### src/rtl/mips_pkg.sv
// Shared MIPS front-end constants: instruction geometry, decode field
// positions, the NOP encoding and the fetch step.
package mips_pkg;

  localparam int unsigned INSTR_W    = 32;
  localparam int unsigned ADDR_W     = 32;
  localparam int unsigned FIELD_W    = 6;
  localparam int unsigned OPCODE_MSB = 31;
  localparam int unsigned OPCODE_LSB = 26;
  localparam int unsigned FUNCT_MSB  = 5;
  localparam int unsigned FUNCT_LSB  = 0;
  localparam int unsigned PC_STEP    = 4;

  localparam logic [INSTR_W-1:0] NOP_INSTR        = 32'h0000_0000;
  localparam logic [ADDR_W-1:0]  DEFAULT_RESET_PC = 32'h0000_0000;

endpackage

### src/rtl/if_skid_buf.sv
// One-entry skid buffer holding a fetched {instr, pc} pair.
//   clk, rst_n         clock, async active-low reset
//   push/pushInstr/
//   pushPc             load a new entry (wins over pop when both set)
//   pop                release the held entry
//   flush              drop the held entry (wins over everything)
//   full, instr, pc    registered entry state
module if_skid_buf
  import mips_pkg::*;
#(
  parameter int unsigned AW = ADDR_W,
  parameter int unsigned DW = INSTR_W
) (
  input  logic          clk,
  input  logic          rst_n,
  input  logic          push,
  input  logic [DW-1:0] pushInstr,
  input  logic [AW-1:0] pushPc,
  input  logic          pop,
  input  logic          flush,
  output logic          full,
  output logic [DW-1:0] instr,
  output logic [AW-1:0] pc
);

  logic          fullD;
  logic [DW-1:0] instrD;
  logic [AW-1:0] pcD;

  // Next-state: flush dominates, a push refills even while popping.
  always_comb begin
    fullD  = full;
    instrD = instr;
    pcD    = pc;
    if (flush) begin
      fullD = 1'b0;
    end else if (push) begin
      fullD  = 1'b1;
      instrD = pushInstr;
      pcD    = pushPc;
    end else if (pop) begin
      fullD = 1'b0;
    end
  end

  always_ff @(posedge clk or negedge rst_n) begin
    if (!rst_n) begin
      full  <= 1'b0;
      instr <= '0;
      pc    <= '0;
    end else begin
      full  <= fullD;
      instr <= instrD;
      pc    <= pcD;
    end
  end

endmodule

### src/rtl/if_fetch_stage.sv
// Instruction-fetch stage: owns the PC, issues reads to a 1-cycle-latency
// instruction memory, buffers up to two words (out register + skid) and
// hands them to decode over valid/ready. Redirects flush wrong-path state.
//   clk, rst_n            clock, async active-low reset
//   imem_req, imem_addr   read strobe / word address to instruction memory
//   imem_rdata            read data, valid the cycle after imem_req
//   redirect_valid/_pc    branch/jump redirect, highest priority
//   id_valid, id_ready    decode handshake
//   id_instr, id_pc       registered instruction and its address
//   id_opcode, id_funct   pre-sliced decode fields of id_instr
module if_fetch_stage
  import mips_pkg::*;
#(
  parameter int unsigned    AW       = ADDR_W,
  parameter int unsigned    DW       = INSTR_W,
  parameter logic [AW-1:0]  RESET_PC = AW'(DEFAULT_RESET_PC)
) (
  input  logic               clk,
  input  logic               rst_n,
  output logic               imem_req,
  output logic [AW-1:0]      imem_addr,
  input  logic [DW-1:0]      imem_rdata,
  input  logic               redirect_valid,
  input  logic [AW-1:0]      redirect_pc,
  output logic               id_valid,
  input  logic               id_ready,
  output logic [DW-1:0]      id_instr,
  output logic [AW-1:0]      id_pc,
  output logic [FIELD_W-1:0] id_opcode,
  output logic [FIELD_W-1:0] id_funct
);

  logic [AW-1:0] pcQ, pcD;
  logic [AW-1:0] reqPcQ, reqPcD;
  logic          pendingQ, pendingD;
  logic          outValidQ, outValidD;
  logic [DW-1:0] outInstrQ, outInstrD;
  logic [AW-1:0] outPcQ, outPcD;

  logic          skidFull;
  logic [DW-1:0] skidInstr;
  logic [AW-1:0] skidPc;
  logic          skidPush, skidPop, skidFlush;

  logic          fire;
  logic          redirectLive;
  logic [1:0]    heldSum;
  logic [1:0]    occ;
  logic [AW-1:0] redirectAddr;

  if_skid_buf #(.AW(AW), .DW(DW)) uSkid (
    .clk      (clk),
    .rst_n    (rst_n),
    .push     (skidPush),
    .pushInstr(imem_rdata),
    .pushPc   (reqPcQ),
    .pop      (skidPop),
    .flush    (skidFlush),
    .full     (skidFull),
    .instr    (skidInstr),
    .pc       (skidPc)
  );

  // Issue logic. Reads are suppressed while in reset so the strobe reads 0
  // there; after release the first read goes out in the very next cycle.
  always_comb begin
    fire         = outValidQ && id_ready;
    redirectLive = rst_n && redirect_valid;
    redirectAddr = {redirect_pc[AW-1:2], 2'b00};
    heldSum      = 2'(outValidQ) + 2'(skidFull) + 2'(pendingQ);
    occ          = heldSum - 2'(fire);
    imem_req     = rst_n && ((occ < 2'd2) || redirect_valid);
    imem_addr    = redirectLive ? redirectAddr : pcQ;
  end

  // Next-state for PC, pending read and output register; routes responses.
  always_comb begin
    pcD       = pcQ;
    reqPcD    = imem_req ? imem_addr : reqPcQ;
    pendingD  = imem_req;
    outValidD = outValidQ;
    outInstrD = outInstrQ;
    outPcD    = outPcQ;
    skidPush  = 1'b0;
    skidPop   = 1'b0;
    skidFlush = 1'b0;

    if (redirect_valid) begin
      // Everything buffered or returning this cycle is wrong-path.
      pcD       = redirectAddr + AW'(PC_STEP);
      outValidD = 1'b0;
      outInstrD = DW'(NOP_INSTR);
      outPcD    = '0;
      skidFlush = 1'b1;
    end else begin
      if (imem_req) begin
        pcD = pcQ + AW'(PC_STEP);
      end
      if (outValidQ && !fire) begin
        // Out is held; a returning word can only go to the skid.
        skidPush = pendingQ;
      end else if (skidFull) begin
        // Skid is older than any arriving word, so it drains first.
        outValidD = 1'b1;
        outInstrD = skidInstr;
        outPcD    = skidPc;
        skidPop   = 1'b1;
        skidPush  = pendingQ;
      end else if (pendingQ) begin
        outValidD = 1'b1;
        outInstrD = imem_rdata;
        outPcD    = reqPcQ;
      end else begin
        outValidD = 1'b0;
        outInstrD = DW'(NOP_INSTR);
        outPcD    = '0;
      end
    end
  end

  always_ff @(posedge clk or negedge rst_n) begin
    if (!rst_n) begin
      pcQ       <= RESET_PC;
      reqPcQ    <= RESET_PC;
      pendingQ  <= 1'b0;
      outValidQ <= 1'b0;
      outInstrQ <= DW'(NOP_INSTR);
      outPcQ    <= '0;
    end else begin
      pcQ       <= pcD;
      reqPcQ    <= reqPcD;
      pendingQ  <= pendingD;
      outValidQ <= outValidD;
      outInstrQ <= outInstrD;
      outPcQ    <= outPcD;
    end
  end

  assign id_valid  = outValidQ;
  assign id_instr  = outInstrQ;
  assign id_pc     = outPcQ;
  assign id_opcode = outInstrQ[OPCODE_MSB:OPCODE_LSB];
  assign id_funct  = outInstrQ[FUNCT_MSB:FUNCT_LSB];

  // The issue rule keeps held + in-flight words within the two slots.
  assert property (@(posedge clk) disable iff (!rst_n) heldSum <= 2'd2);

endmodule

### config.mk
export PLATFORM = sky130hd
export DESIGN_NAME = if_fetch_stage
export DESIGN_NICKNAME = d
export VERILOG_FILES = /design/src/rtl/mips_pkg.sv /design/src/rtl/if_skid_buf.sv /design/src/rtl/if_fetch_stage.sv
export SDC_FILE = /design/constraint.sdc
export NUM_CORES = 1
export LEC_CHECK = 0
export ABC_AREA = 1
export BUFFER_PORTS_ARGS = -buffer_cell sky130_fd_sc_hd__buf_2
export CAP_MARGIN = 10
export CORE_MARGIN = 1.5
export CORE_UTILIZATION = 50
export CTS_CLUSTER_SIZE = 28
export DETAILED_ROUTE_END_ITERATION = 7
export GPL_TIMING_DRIVEN = 0
export PLACE_DENSITY_LB_ADDON = 0.08
export RECOVER_POWER = 50
export SLEW_MARGIN = 40
export SYNTH_ARGS = -nofsm -noshare
export SYNTH_HDL_FRONTEND = slang
export SYNTH_HIERARCHICAL = 1
export SYNTH_SLANG_ARGS = --single-unit
### constraint.sdc
create_clock -name clk -period 3.27 [get_ports clk]
set_input_delay 0.1635 -clock clk [delete_from_list [all_inputs] [get_ports clk]]
set_output_delay 0.1635 -clock clk [all_outputs]
set_load 0.02 [all_outputs]
Word level (Yosys, flattened, before mapping)
Index checks and enable logic that the tools add are counted.

Add/subtract/negate cells: 5. Multiply operators: 0. Div/mod/pow operators: 0. $lt $le $gt $ge: 1. Equality and inequality tests: 1. Shifts and indexed selects: 0. Multiplexer cells: 25. Bitwise logic cells: 1. Reduce and logical (&&, ||, !) cells: 9.

Operators with widths (count): 32-bit two-way mux (11); 32-bit by 3-bit adder with 32-bit output, second input constant (2); 1-bit two-way mux (14); 1-bit logical AND (4); 3-bit nonzero test (1); 1-bit by 1-bit adder with 2-bit output (1); 2-bit by 1-bit adder with 2-bit output (1); 2-bit < comparator, second input constant (1); 2-bit inequality test, second input constant (1); 2-bit AND reduction (1); 2-bit nonzero test (1); 2-bit by 1-bit subtractor with 2-bit output (1); 1-bit logical NOT (1); 1-bit logical OR (1); 1-bit NOT (1).

Register bits after elaboration: 195. Latch bits: 0. Bits in writable memories: 0. ROM bits: 0. Input bits: 68. Word-level logic and storage cells: 51. Memories kept: 0.

Longest topological paths before layout
Word-level depth: 8. Gate-level depth with buffers: 14.

By module
The synthesis kept the hierarchy.

By module, submodules not included: if_fetch_stage (times used 1, cells each 903, area an instance 6965.4 um2); if_skid_buf (times used 1, cells each 283, area an instance 2587.5 um2).

Least setup slack after synthesis
No wires, ideal clock.

Path type: reg-to-reg. Start: register outValidQ (netlist: id_valid). End: register reqPcQ[12]. Data arrival time: 2148 ps. Required time: 3150 ps. Slack: 1002 ps. Stages on the path, launching flop included: 15. Buffers on the path: 2. Period minus slack after synthesis: 2268 ps. Path through: dfrtp_1 > nand2_1 > inv_1 > ha_1 > inv_1 > ha_1 > a21oi_1 > or2_2 > nand3_1 > nand2_1 > buf_2 > clkinv_1 > buf_2 > nand2_1 > nand2_1.

Cells in the longest elaborated chain, start to end: 6.

Ends and longest elaborated chain: from (decl) (RTL line if_fetch_stage.sv:36) `logic outValidQ, outValidD;`; from (signal assigned) (RTL line if_fetch_stage.sv:133) `outValidQ <= outValidD;`; 1-bit by 1-bit adder with 2-bit output (RTL line if_fetch_stage.sv:70) `heldSum = 2'(outValidQ) + 2'(skidFull) + 2'(pendingQ);`; 2-bit by 1-bit adder with 2-bit output (RTL line if_fetch_stage.sv:70); 2-bit by 1-bit subtractor with 2-bit output * (RTL line if_fetch_stage.sv:71) `occ = heldSum - 2'(fire);`; 2-bit < comparator * (RTL line if_fetch_stage.sv:72) `imem_req = rst_n && ((occ < 2'd2) || redirect_valid);`; 1-bit logical OR * (RTL line if_fetch_stage.sv:72); 1-bit logical AND * (RTL line if_fetch_stage.sv:72); net imem_req (RTL line if_fetch_stage.sv:20) `output logic imem_req,`; to (signal assigned) (RTL line if_fetch_stage.sv:131) `reqPcQ <= reqPcD;`; to (decl) (RTL line if_fetch_stage.sv:34) `logic [AW-1:0] reqPcQ, reqPcD;`.

The timed path passes the listed nets; every way through them passes the cells marked *. A chain may end at the register's enable or synchronous reset.

Worst setup path after layout
Start: register outValidQ (netlist: id_valid). End: output imem_req.

Cells in the longest elaborated chain, start to end: 6.

Ends and longest elaborated chain (RTL line): 1-bit by 1-bit adder with 2-bit output (if_fetch_stage.sv:70); 2-bit by 1-bit adder with 2-bit output (if_fetch_stage.sv:70); 2-bit by 1-bit subtractor with 2-bit output * (if_fetch_stage.sv:71); 2-bit < comparator * (if_fetch_stage.sv:72); 1-bit logical OR * (if_fetch_stage.sv:72); 1-bit logical AND * (if_fetch_stage.sv:72); to (decl) (if_fetch_stage.sv:20).

Mark *: on every way between the ends. The rest lies on a longest branch, timed or not.

==> impl_metrics.json <==
{
  "netlist_top_cells_area": "dfrtp_1, nand2_1, nand3_1",
  "cts_tree": "built",
  "max_stage_delay_ns": 0.41,
  "path_clk_slew_ns": 0.07,
  "synth_top_flop_cell": "dfrtp_1",
  "synth_seq_cells": 191,
  "cp_cell_sequence": "nand2_1 -> inv_1 -> ha_1 -> inv_1 -> ha_1 -> a21oi_1 -> or2_2 -> nand3_1 -> nand2_1 -> clkbuf_4 -> clkinvlp_4 -> buf_2 -> buf_2",
  "place_ws_ns": 0.587,
  "synth_warnings": 6,
  "crit_path_top_delay_cell": "dfrtp_1",
  "hold_start": "imem_rdata[7]",
  "cp.arrival_ns": 2.86,
  "viasPerCell": 5.34,
  "yosysUniqueCellTypes": 32,
  "fin_crit_ns": 3.02,
  "min_period_over_period_pct": 92.4,
  "maxSlewViolCount": 66,
  "worst_skew_pair.late_latency_ns": 0.44,
  "syn_area_per_cell_um2": 8.05,
  "hold_depth": 3,
  "crit_type": "reg -> out",
  "rows": 50,
  "critPathMaxFanout": 11,
  "rrSetupSlack_ns": 0.74,
  "gp_congestion": 0.977,
  "clockBufferDepth": 2,
  "ctsHtreeMaxLevel": 4,
  "wire_per_inst_um": 16.5,
  "drt-pass1-iter-count": 5,
  "rsz0062_at_grt": "false",
  "hold_path_end": "uSkid/instr[7]",
  "overflow": 0,
  "failed_checks": "max-capacitance violations, max-slew violations",
  "grt.total_usage_pct": 28.3,
  "post-place-cells": 1598,
  "final_core_util_pct": 62.2,
  "cts_made_buffers": 17,
  "drt-total-wl_mm": 27.4,
  "synth_area_leader_cell": "dfrtp_1",
  "grt_pass1_vias": 8383,
  "drt_iter0_markers": 630,
  "critPathCaptureType": "output pin",
  "via_count": 8849,
  "synthTopCellsByCount": "nand2_1, dfrtp_1, nand3_1",
  "start_kind": "flop",
  "io_pins": 178,
  "fmax_mhz": 331,
  "slew_headroom_pct": -5.75,
  "yosysMostFrequentCell": "nand2_1",
  "worstMarginPinSlew_ns": 1.59,
  "fin_ws_ns": 0.248,
  "post-cts-setup-buffer-count": 0,
  "yosysSeqAreaShare_pct": 50.0,
  "worstReg2RegEnd": "pcQ[19]",
  "fp.dieH_um": 141,
  "die_w_um": 141,
  "drive_gt1_share_pct": 17.9,
  "powerDensity_nw_per_um2": 577,
  "synth_area_um2": 9550,
  "final.setup_skew_ns": 0.00900,
  "coreArea_um2": 18700,
  "hp-class": "in -> reg",
  "initial_core_util_pct": 51.1,
  "grt_pass1_wl_mm": 44.1,
  "clock-root-buffer": "clkbuf_16",
  "timing.rr.start": "id_valid",
  "nNetsFinal": 1482,
  "synthCells": 1186,
  "cts.sinks": 191,
  "dp_hpwl_mm": 19.4,
  "fillers": 1722,
  "drc": 0,
  "synth_edf_count": 0,
  "cp_data_required_time_ns": 3.11,
  "status": "finished, violations left",
  "async_flop_share_pct": 100,
  "power_leakage_nw": 5.85,
  "grt_max_degree": 68,
  "ant_nets": 0,
  "area_growth_pct": 21.7,
  "instances_no_fill": 1658,
  "grt_antenna_before_repair": 0,
  "setup_viol": 0,
  "drv_cap": 1,
  "hold_viol_final": 0,
  "place.port_buffers": 173,
  "dieArea_um2": 19900,
  "yosys.area.top_type_share_pct": 50.0,
  "diodes": 0,
  "r2r_cells": 14,
  "vdd_ir_drop_max_v": 0.000398
}
## state kept, by name, indices dropped and copies added, names as in the netlist
register     cells
id_valid         1
reqPcQ          30
uSkid/pc        32
uSkid/full       1
id_instr        32
pendingQ         1
id_pc           32
pcQ             30
uSkid/instr     32
## final cells by class
type                            instances  area (µm²)  share of cell area, %
Multi-Input combinational cell        869        4130                   35.5
Clock inverter                         13         199                   1.71
Timing Repair Buffer                  203        1120                   9.64
Sequential cell                       191        4780                   41.1
Clock buffer                           19         443                   3.81
Buffer                                 94         524                   4.51
Tap cell                              234         293                   2.52
Inverter                               35         135                   1.16
## critical path, delay by kind of cell, from the launching register on
kind	cells	cell delay, ns
AOI/OAI and AO/OA	1	0.07
buffers and inverters	6	0.94
adders and majority gates	2	0.53
and+or+nand+nor	4	0.49
DFF	1	0.41
## stage by stage
| stage | total power, W | hold slack, ns | setup TNS [ns] | cell area [µm²] |
|---|---|---|---|---|
| after floorplan | 0.00392 | -0.132 | 0 | 9560 |
| after global placement | 0.00438 | 0.413 | -405.24 | 10700 |
| after detailed placement | 0.00444 | 0.159 | 0 | 10800 |
| after CTS | 0.00676 | 0.000110 | 0 | 11700 |
| after global routing | 0.00707 | 0.00530 | 0 | 11600 |
| final | 0.00671 | 0.0194 | 0 | 11600 |
## worst max-delay path by stage
| stage | from | to | depth (start not counted) |
|---|---|---|---|
| floorplan | id_valid | reqPcQ[12] | 14 |
| global placement | rst_n | imem_addr[12] | 5 |
| detailed placement | id_valid | imem_req | 13 |
| CTS | id_valid | imem_req | 13 |
| global route | id_valid | imem_req | 13 |
| finish | id_valid | imem_req | 13 |
## cell families after synthesis
family                   after synthesis  synth area share [%]
other                                  1                0.0393
AO/OA/AOI/OAI                        171                  11.0
adder cells (fa/ha/maj)                3                 0.393
multiplexers                           5                 0.589
buffers and inverters                129                  6.84
AND/OR/NAND/NOR                      675                  30.1
flip-flops                           191                  50.0
XOR/XNOR                              11                  1.01
## cell usage in the layout (no fill, tap or decap), drive strengths merged, types with 21 or more instances in the layout
cell and instances:
nand3 169, a22oi 62, clkbuf 107, nor2 72
dlygate4sd3 28, inv 40, a31oi 21, o21ai 79
nand2 427, buf 181, dfrtp 191
## metal layers
layer	global-route usage, %	vias to the layer above	wire length (µm)
li1	-	4370	-
met1	38.8	4177	12000
met2	46.8	274	13300
met3	4.14	28	1630
met4	8.55	0	469
met5	0	-	0
## where the power goes
| part | internal [W] | total [W] | switching (W) | leakage (nW) |
|---|---|---|---|---|
| logic | 0.000462 | 0.00133 | 0.000866 | 3.08 |
| registers | 0.00280 | 0.00309 | 0.000294 | 2.46 |
| clock network | 0.00132 | 0.00229 | 0.000968 | 0.313 |
| total | 0.00458 | 0.00671 | 0.00213 | 5.85 |
## repair_timing
item,4_1_cts,5_1_grt
setup endpoints to repair,0,1
gates resized for setup,0,2
hold buffers,28,0
hold endpoints to repair,91,0
Power figures use the tool's default switching activity.
